--- src/rtl/writeback_stage_pkg.sv ---
// writeback_stage_pkg: BasicTypes package with register-file write types and queue depth
package BasicTypes;
   localparam int WB_QUEUE_DEPTH = 2;
   typedef logic [31:0] PC;
   typedef logic [4:0]  RegAddr;
   typedef logic [31:0] BasicData;
   typedef struct packed {
      logic     we;
      RegAddr   addr;
      BasicData data;
   } RDCtrl;
   typedef struct packed {
      PC        pc;
      logic     we;
      RegAddr   addr;
      BasicData data;
   } WbEntry;
endpackage

--- src/rtl/writeback_queue.sv ---
// writeback_queue: 2-entry FIFO of retiring instructions; storage itself is not reset
module writeback_queue
   import BasicTypes::*;
#(
   parameter int DEPTH = WB_QUEUE_DEPTH
)(
   input  logic   clk,
   input  logic   rst,
   input  logic   i_push,
   input  logic   i_pop,
   input  logic   i_clear,
   input  WbEntry i_data,
   output logic   o_full,
   output logic   o_empty,
   output WbEntry o_head
);
   logic [1:0] r_count;
   logic       r_wptr;
   logic       r_rptr;
   WbEntry     r_mem [DEPTH];
   // pointers and occupancy; clear empties the queue and overrides push/pop
   always_ff @(posedge clk or negedge rst) begin
      if (!rst) begin
         r_count <= '0;
         r_wptr  <= 1'b0;
         r_rptr  <= 1'b0;
      end else if (i_clear) begin
         r_count <= '0;
         r_wptr  <= 1'b0;
         r_rptr  <= 1'b0;
      end else begin
         r_wptr  <= r_wptr ^ i_push;
         r_rptr  <= r_rptr ^ i_pop;
         r_count <= r_count + 2'(i_push) - 2'(i_pop);
      end
   end
   // entry storage, written only on an accepted push
   always_ff @(posedge clk) begin
      if (i_push) r_mem[r_wptr] <= i_data;
   end
   assign o_full  = (r_count == 2'(DEPTH));
   assign o_empty = (r_count == 2'd0);
   assign o_head  = r_mem[r_rptr];
endmodule

--- src/rtl/writeback_stage.sv ---
// writeback_stage: queues retiring instructions and writes them to the register file; WB_RETIRE_COUNT_EN adds a retire counter
module writeback_stage
   import BasicTypes::*;
#(
   parameter int QUEUE_DEPTH = WB_QUEUE_DEPTH
)(
   input  logic        clk,
   input  logic        rst,
   input  logic        memValid,
   output logic        memReady,
   input  PC           memPc,
   input  logic        memRdWe,
   input  RegAddr      memRdAddr,
   input  BasicData    memRdData,
   input  logic        stall,
   input  logic        flush,
   output PC           rfPc,
   output RDCtrl       rfRdCtrl
`ifdef WB_RETIRE_COUNT_EN
   ,
   output logic [63:0] retireCount
`endif
);
   logic   w_full;
   logic   w_empty;
   logic   w_push;
   logic   w_drain;
   WbEntry w_head;
   // ready depends only on occupancy so a full queue never turns ready through a same-cycle drain
   assign memReady = rst && !w_full;
   // handshake, drain decision and register-file outputs; x0 writes are popped but not written
   always_comb begin
      w_push        = memValid && memReady && !flush;
      w_drain       = !w_empty && !stall && !flush;
      rfRdCtrl.we   = w_drain && w_head.we && (w_head.addr != '0);
      rfRdCtrl.addr = w_empty ? '0 : w_head.addr;
      rfRdCtrl.data = w_empty ? '0 : w_head.data;
      rfPc          = w_drain ? w_head.pc : '0;
   end
   writeback_queue #(.DEPTH(QUEUE_DEPTH)) u_queue (
      .clk     (clk),
      .rst     (rst),
      .i_push  (w_push),
      .i_pop   (w_drain),
      .i_clear (flush),
      .i_data  ('{pc: memPc, we: memRdWe, addr: memRdAddr, data: memRdData}),
      .o_full  (w_full),
      .o_empty (w_empty),
      .o_head  (w_head)
   );
`ifdef WB_RETIRE_COUNT_EN
   logic [63:0] r_retire;
   // every drained entry counts as retired, including suppressed writes
   always_ff @(posedge clk or negedge rst) begin
      if (!rst) r_retire <= '0;
      else      r_retire <= r_retire + 64'(w_drain);
   end
   assign retireCount = r_retire;
`endif
endmodule

--- config.mk ---
export PLATFORM = sky130hd
export DESIGN_NAME = writeback_stage
export DESIGN_NICKNAME = d
export VERILOG_FILES = /design/src/rtl/writeback_stage_pkg.sv /design/src/rtl/writeback_queue.sv /design/src/rtl/writeback_stage.sv
export SDC_FILE = /design/constraint.sdc
export NUM_CORES = 1
export LEC_CHECK = 0
export CORE_MARGIN = 1.5
export CORE_UTILIZATION = 39
export DETAILED_ROUTE_END_ITERATION = 7
export HOLD_SLACK_MARGIN = 0.1
export PLACE_DENSITY_LB_ADDON = 0.08
export SLEW_MARGIN = 20
export SYNTH_ARGS = -nofsm -noshare
export SYNTH_HDL_FRONTEND = slang
export SYNTH_SLANG_ARGS = --single-unit
--- constraint.sdc ---
create_clock -name clk -period 6.5 [get_ports clk]
set_input_delay 1.3 -clock clk [delete_from_list [all_inputs] [get_ports clk]]
set_output_delay 1.3 -clock clk [all_outputs]
set_load 0.05 [all_outputs]
* Word-level counts from Yosys, hierarchy flattened
Memories as Yosys holds them, arrays and structs flattened. Cells that the tools add are included.
Storage, ports and cells: register bits after elaboration 4, RAM bits 140, bits of input ports 75, memories kept 1
Cells by class: add/subtract/negate cells 2, equality and inequality tests 1, muxes and demuxes 8, bitwise logic cells 2, reduce and logical (&&, ||, !) cells 13
Memories:
- u_queue.r_mem | depth 2, bits a word 70, read ports 1, clocked after Yosys merged registers in 0, wr ports 1, RTL line writeback_queue.sv:20 | WbEntry r_mem [DEPTH];
Operators by type and width (count):
- $mux W32 | 2
- $logic_and A1 B1 Y1 | 7
- $mux W5 | 1
- $reduce_bool A5 Y1 | 1
- $logic_not A1 Y1 | 4
- $mux W1 | 4
- $add A2 B1 Y2 | 1
- $eq A2 B2 Y1 const B | 1
- $logic_not A2 Y1 | 1
- $mux W2 | 1
- $sub A2 B1 Y2 | 1
- $xor A1 B1 Y1 | 2

* Depth between registers and ports, before layout
depth in word-level cells 8, depth in mapped cells 11, depth with buffers taken out 9

* Hierarchy
A second synthesis with hierarchy kept.
Second synthesis, totals: cell total of the unflattened synthesis 318, area, all modules 6139.6 µm²
By module, submodules not included:
- writeback_queue | instances 1, cells each 237, area each 5622.9 µm²
- writeback_stage | instances 1, cells each 81, area each 516.7 µm²

* Least setup slack after synthesis
OpenSTA, ideal clock, no wires.
path kind input -> output, start input port stall, end output port rfRdCtrl[37] in the netlist's numbering, arrival 2.794 ns, data required time 5.200 ns, setup slack 2.406 ns, stages on the path 3, cells stage by stage or3_1 > buf_6 > nor4_2
RTL lines:
- from (decl) | RTL line writeback_stage.sv:15 | input logic stall,
- to (decl) | RTL line writeback_stage.sv:18 | output RDCtrl rfRdCtrl

==> results.sh <==
export IMPL_io_buffers=145
export IMPL_p_leak_nw=2.52
export IMPL_synth_top_area_share_pct=75.6
export IMPL_synth_top_area_cell="edfxtp_1"
export IMPL_synthCells=326
export IMPL_r2r_start="u_queue.r_count[1]$_DFF_PN0_"
export IMPL_finalCriticalPeriod_ns=5.14
export IMPL_post_cts_buffers=0
export IMPL_yosysMostFrequentCell="edfxtp_1"
export IMPL_path_class="in -> out"
export IMPL_max_freq_mhz=195
export IMPL_path_clk_slew_ns=0.06
export IMPL_fp_dieH_um=122
export IMPL_yosys_top_cells_count="140 x edfxtp_1, 72 x nor2_1, 70 x mux2i_1, 9 x buf_2, 5 x inv_1"
export IMPL_rows=43
export IMPL_via_count=3099
export IMPL_syn_area_um2=5560
export IMPL_synth_adder_area_share_pct=0.900
export IMPL_antenna_found_initial=0
export IMPL_synthMuxAreaShare_pct=12.6
export IMPL_place_gp_congestion=0.720
export IMPL_rr_endpoint="u_queue.r_count[1]$_DFF_PN0_"
export IMPL_root_buffer="clkbuf_16"
export IMPL_postCtsHoldBufs=0
export IMPL_viasPerCell=4.63
export IMPL_rrSetupSlack_ns=3.81
export IMPL_synth_seq_cells=144
export IMPL_end_kind="primary output"
export IMPL_peakVddDrop_mv=0.187
export IMPL_cts_tree="built"
export IMPL_endpoint="rfRdCtrl[37]"
export IMPL_nets=555
export IMPL_pwr_share_clk_pct=41.7
export IMPL_diodes=0
export IMPL_synthArstFlopShare_pct=2.78
export IMPL_cts_repair_resized=0
export IMPL_rr_worst_depth=9
export IMPL_switching_share_pct=23.7
export IMPL_detail_route_antenna_nets=0
export IMPL_first_pass_iters=4
export IMPL_synth_nets=405
export IMPL_rsz0062_at_grt="false"
export IMPL_synthXorXnorAreaFrac_pct=0.315
export IMPL_hpwl_mm=6.54
export IMPL_cts_buffers_inserted=17
export IMPL_synth_compound_area_share_pct=0.270
export IMPL_worstPathRequired_ns=5.20
export IMPL_grt_usage_pct=15.1
export IMPL_core_area_um2=13900
export IMPL_syn2layout_area_growth_pct=40.3
export IMPL_p_switching_uw=578
export IMPL_clock_latency_ns=0.41
export IMPL_status="finished clean"
export IMPL_synthSimpleGateAreaFrac_pct=6.23
export IMPL_fin_util_pct=56.2
export IMPL_start_kind="input pin"
export IMPL_startpoint="flush"
export IMPL_postSynthAreaPerCell_um2=17.1
export IMPL_initial_core_util_pct=40.1
export IMPL_power_frac_comb_pct=14.7
export IMPL_worst_slew_pin_slew_ns=1.02
export IMPL_crit_fanout=24
export IMPL_grt_pass1_vias=3261
export IMPL_yosys_cell_types_count=21
export IMPL_final_setup_tns_ns=0
export IMPL_relSlewSlack_pct=31.8
export IMPL_seq_area_frac_synth_pct=77.4
export IMPL_grt_max_degree=71
export IMPL_hold_viol=0
export IMPL_drc=0
export IMPL_die_w_um=122
export IMPL_route_detailed_wl_per_inst_um=16.0
export IMPL_synth_top_family_by_area="multiplexers"
export IMPL_pin_count=146
export IMPL_synth_edff_count=140
export IMPL_clkSinkCount=144
export IMPL_first_iter_violations=113
export IMPL_synth_area_leaders="edfxtp_1 76%, mux2i_1 13%, nor2_1 4.9%"
export IMPL_cp_arrival_ns=3.84
export IMPL_p_int_mw=1.86
export IMPL_drive_gt1_share_pct=7.16
export IMPL_fin_skew_ns=0.00672
export IMPL_h_tree_depth=4
export IMPL_wirelength_mm=10.7
export IMPL_slew_viol_final=0
export IMPL_grt_overflow_total=0
export IMPL_die_area_um2=15000
export IMPL_cap_violations=0
export IMPL_power_density_nw_per_um2=312
export IMPL_hold_path_class="reg -> reg"
export IMPL_yosysWarnings=0
export IMPL_synth_flop_cell="edfxtp_1"
export IMPL_finalCritPeriodShare_pct=79.0
export IMPL_setup_viol=0
export IMPL_grt_pass1_wl_mm=16.4
export IMPL_p_seq_share_pct=43.7
export IMPL_nFillCells=1143
export IMPL_cts_buffer_depth=2
[registers in the layout, summed over array words and instances, names as in the netlist]
| register | count |
|---|---|
| u_queue.r_wptr | 1 |
| u_queue.r_rptr | 1 |
| u_queue.r_count | 2 |
| u_queue.r_mem | 140 |
[logic make-up (layout without fill, tap and decap cells)]
| family | after synthesis | in the layout |
|---|---|---|
| fa+ha+maj | 4 | 4 |
| xor+xnor | 2 | 2 |
| buf+inv | 21 | 184 |
| flops | 144 | 144 |
| simple gates | 82 | 82 |
| compound gates | 3 | 3 |
| mux | 70 | 70 |
[power groups by stage]
| stage | combinational [mW] | clock (mW) | sequential (mW) |
|---|---|---|---|
| after floorplan | 0.233 | 0 | 1.07 |
| final | 0.357 | 1.01 | 1.06 |
| after global placement | 0.359 | 0 | 1.08 |
| after CTS | 0.363 | 1.04 | 1.06 |
| after detailed placement | 0.361 | 0 | 1.08 |
| after global routing | 0.379 | 1.08 | 1.07 |
[metal layers]
| metal | up-vias | part of all wire (%) | GRT usage, % |
|---|---|---|---|
| met3 | 16 | 8.0 | 6.46 |
| met1 | 1468 | 42 | 17.5 |
| met4 | 0 | 1.5 | 6.76 |
| li1 | 1514 | - | - |
| met2 | 101 | 49 | 24.4 |
| met5 | - | 0 | 0 |
[layout make-up]
| cell class | instances | area, um^2 | share of cell area (%) |
|---|---|---|---|
| inverter | 5 | 18.8 | 0.240 |
| timing repair buffer | 147 | 1470 | 18.8 |
| clock buffer | 18 | 429 | 5.50 |
| clock inverter | 14 | 195 | 2.50 |
| tap | 180 | 225 | 2.89 |
| multi-input combinational | 161 | 1160 | 14.9 |
| sequential | 144 | 4310 | 55.2 |
[stage by stage]
step	std cells	setup slack (ns)	power [mW]	instance area [um^2]	hold slack [ns]
2_1_floorplan	326	2.41	1.30	5560	0.580
3_3_place_gp	637	1.39	1.44	7180	0.673
3_5_place_dp	637	1.33	1.45	7180	0.667
4_1_cts	669	1.32	2.47	7800	0.681
5_1_grt	669	1.23	2.53	7800	0.710
6_report	669	1.36	2.44	7800	0.676
[critical path, cell delays in order]
cell and delay [ns]:
clkdlybuf4s50_1 0.51, or3_1 0.57, buf_4 0.31, nor4_2 0.30, clkdlybuf4s50_1 0.84
[cell usage in the layout, fill, tap and decap left out, drive strengths merged]
| master | Yosys | layout |
|---|---|---|
| xnor2 | 2 | 2 |
| clkbuf | 1 | 18 |
| or3b | 1 | 1 |
| mux2i | 70 | 70 |
| nor2 | 72 | 72 |
| clkdlybuf4s50 | 0 | 145 |
| or3 | 2 | 2 |
| ha | 4 | 4 |
| buf | 15 | 2 |
| clkinv | 0 | 7 |
| and2b | 1 | 1 |
| o21ai | 2 | 2 |
| nor4 | 1 | 1 |
| a21oi | 1 | 1 |
| nor3 | 2 | 2 |
| or4b | 1 | 1 |
| dfrtp | 4 | 4 |
| nor3b | 1 | 1 |
| edfxtp | 140 | 140 |
| or4 | 1 | 1 |
| inv | 5 | 5 |
| clkinvlp | 0 | 2 |
| bufinv | 0 | 5 |
[worst min-delay path by stage]
stage                                       from                            to  slack [ns]  cells past startpoint
finish              u_queue.r_count[1]$_DFF_PN0_  u_queue.r_count[1]$_DFF_PN0_        0.68                      3
floorplan           u_queue.r_count[1]$_DFF_PN0_  u_queue.r_count[1]$_DFF_PN0_        0.58                      3
global route        u_queue.r_count[1]$_DFF_PN0_  u_queue.r_count[1]$_DFF_PN0_        0.71                      3
detailed placement  u_queue.r_count[1]$_DFF_PN0_  u_queue.r_count[1]$_DFF_PN0_        0.67                      3
global placement    u_queue.r_count[1]$_DFF_PN0_  u_queue.r_count[1]$_DFF_PN0_        0.67                      3
CTS                 u_queue.r_count[1]$_DFF_PN0_  u_queue.r_count[1]$_DFF_PN0_        0.68                      3
Note: power is estimated with default switching activity, not from simulation.
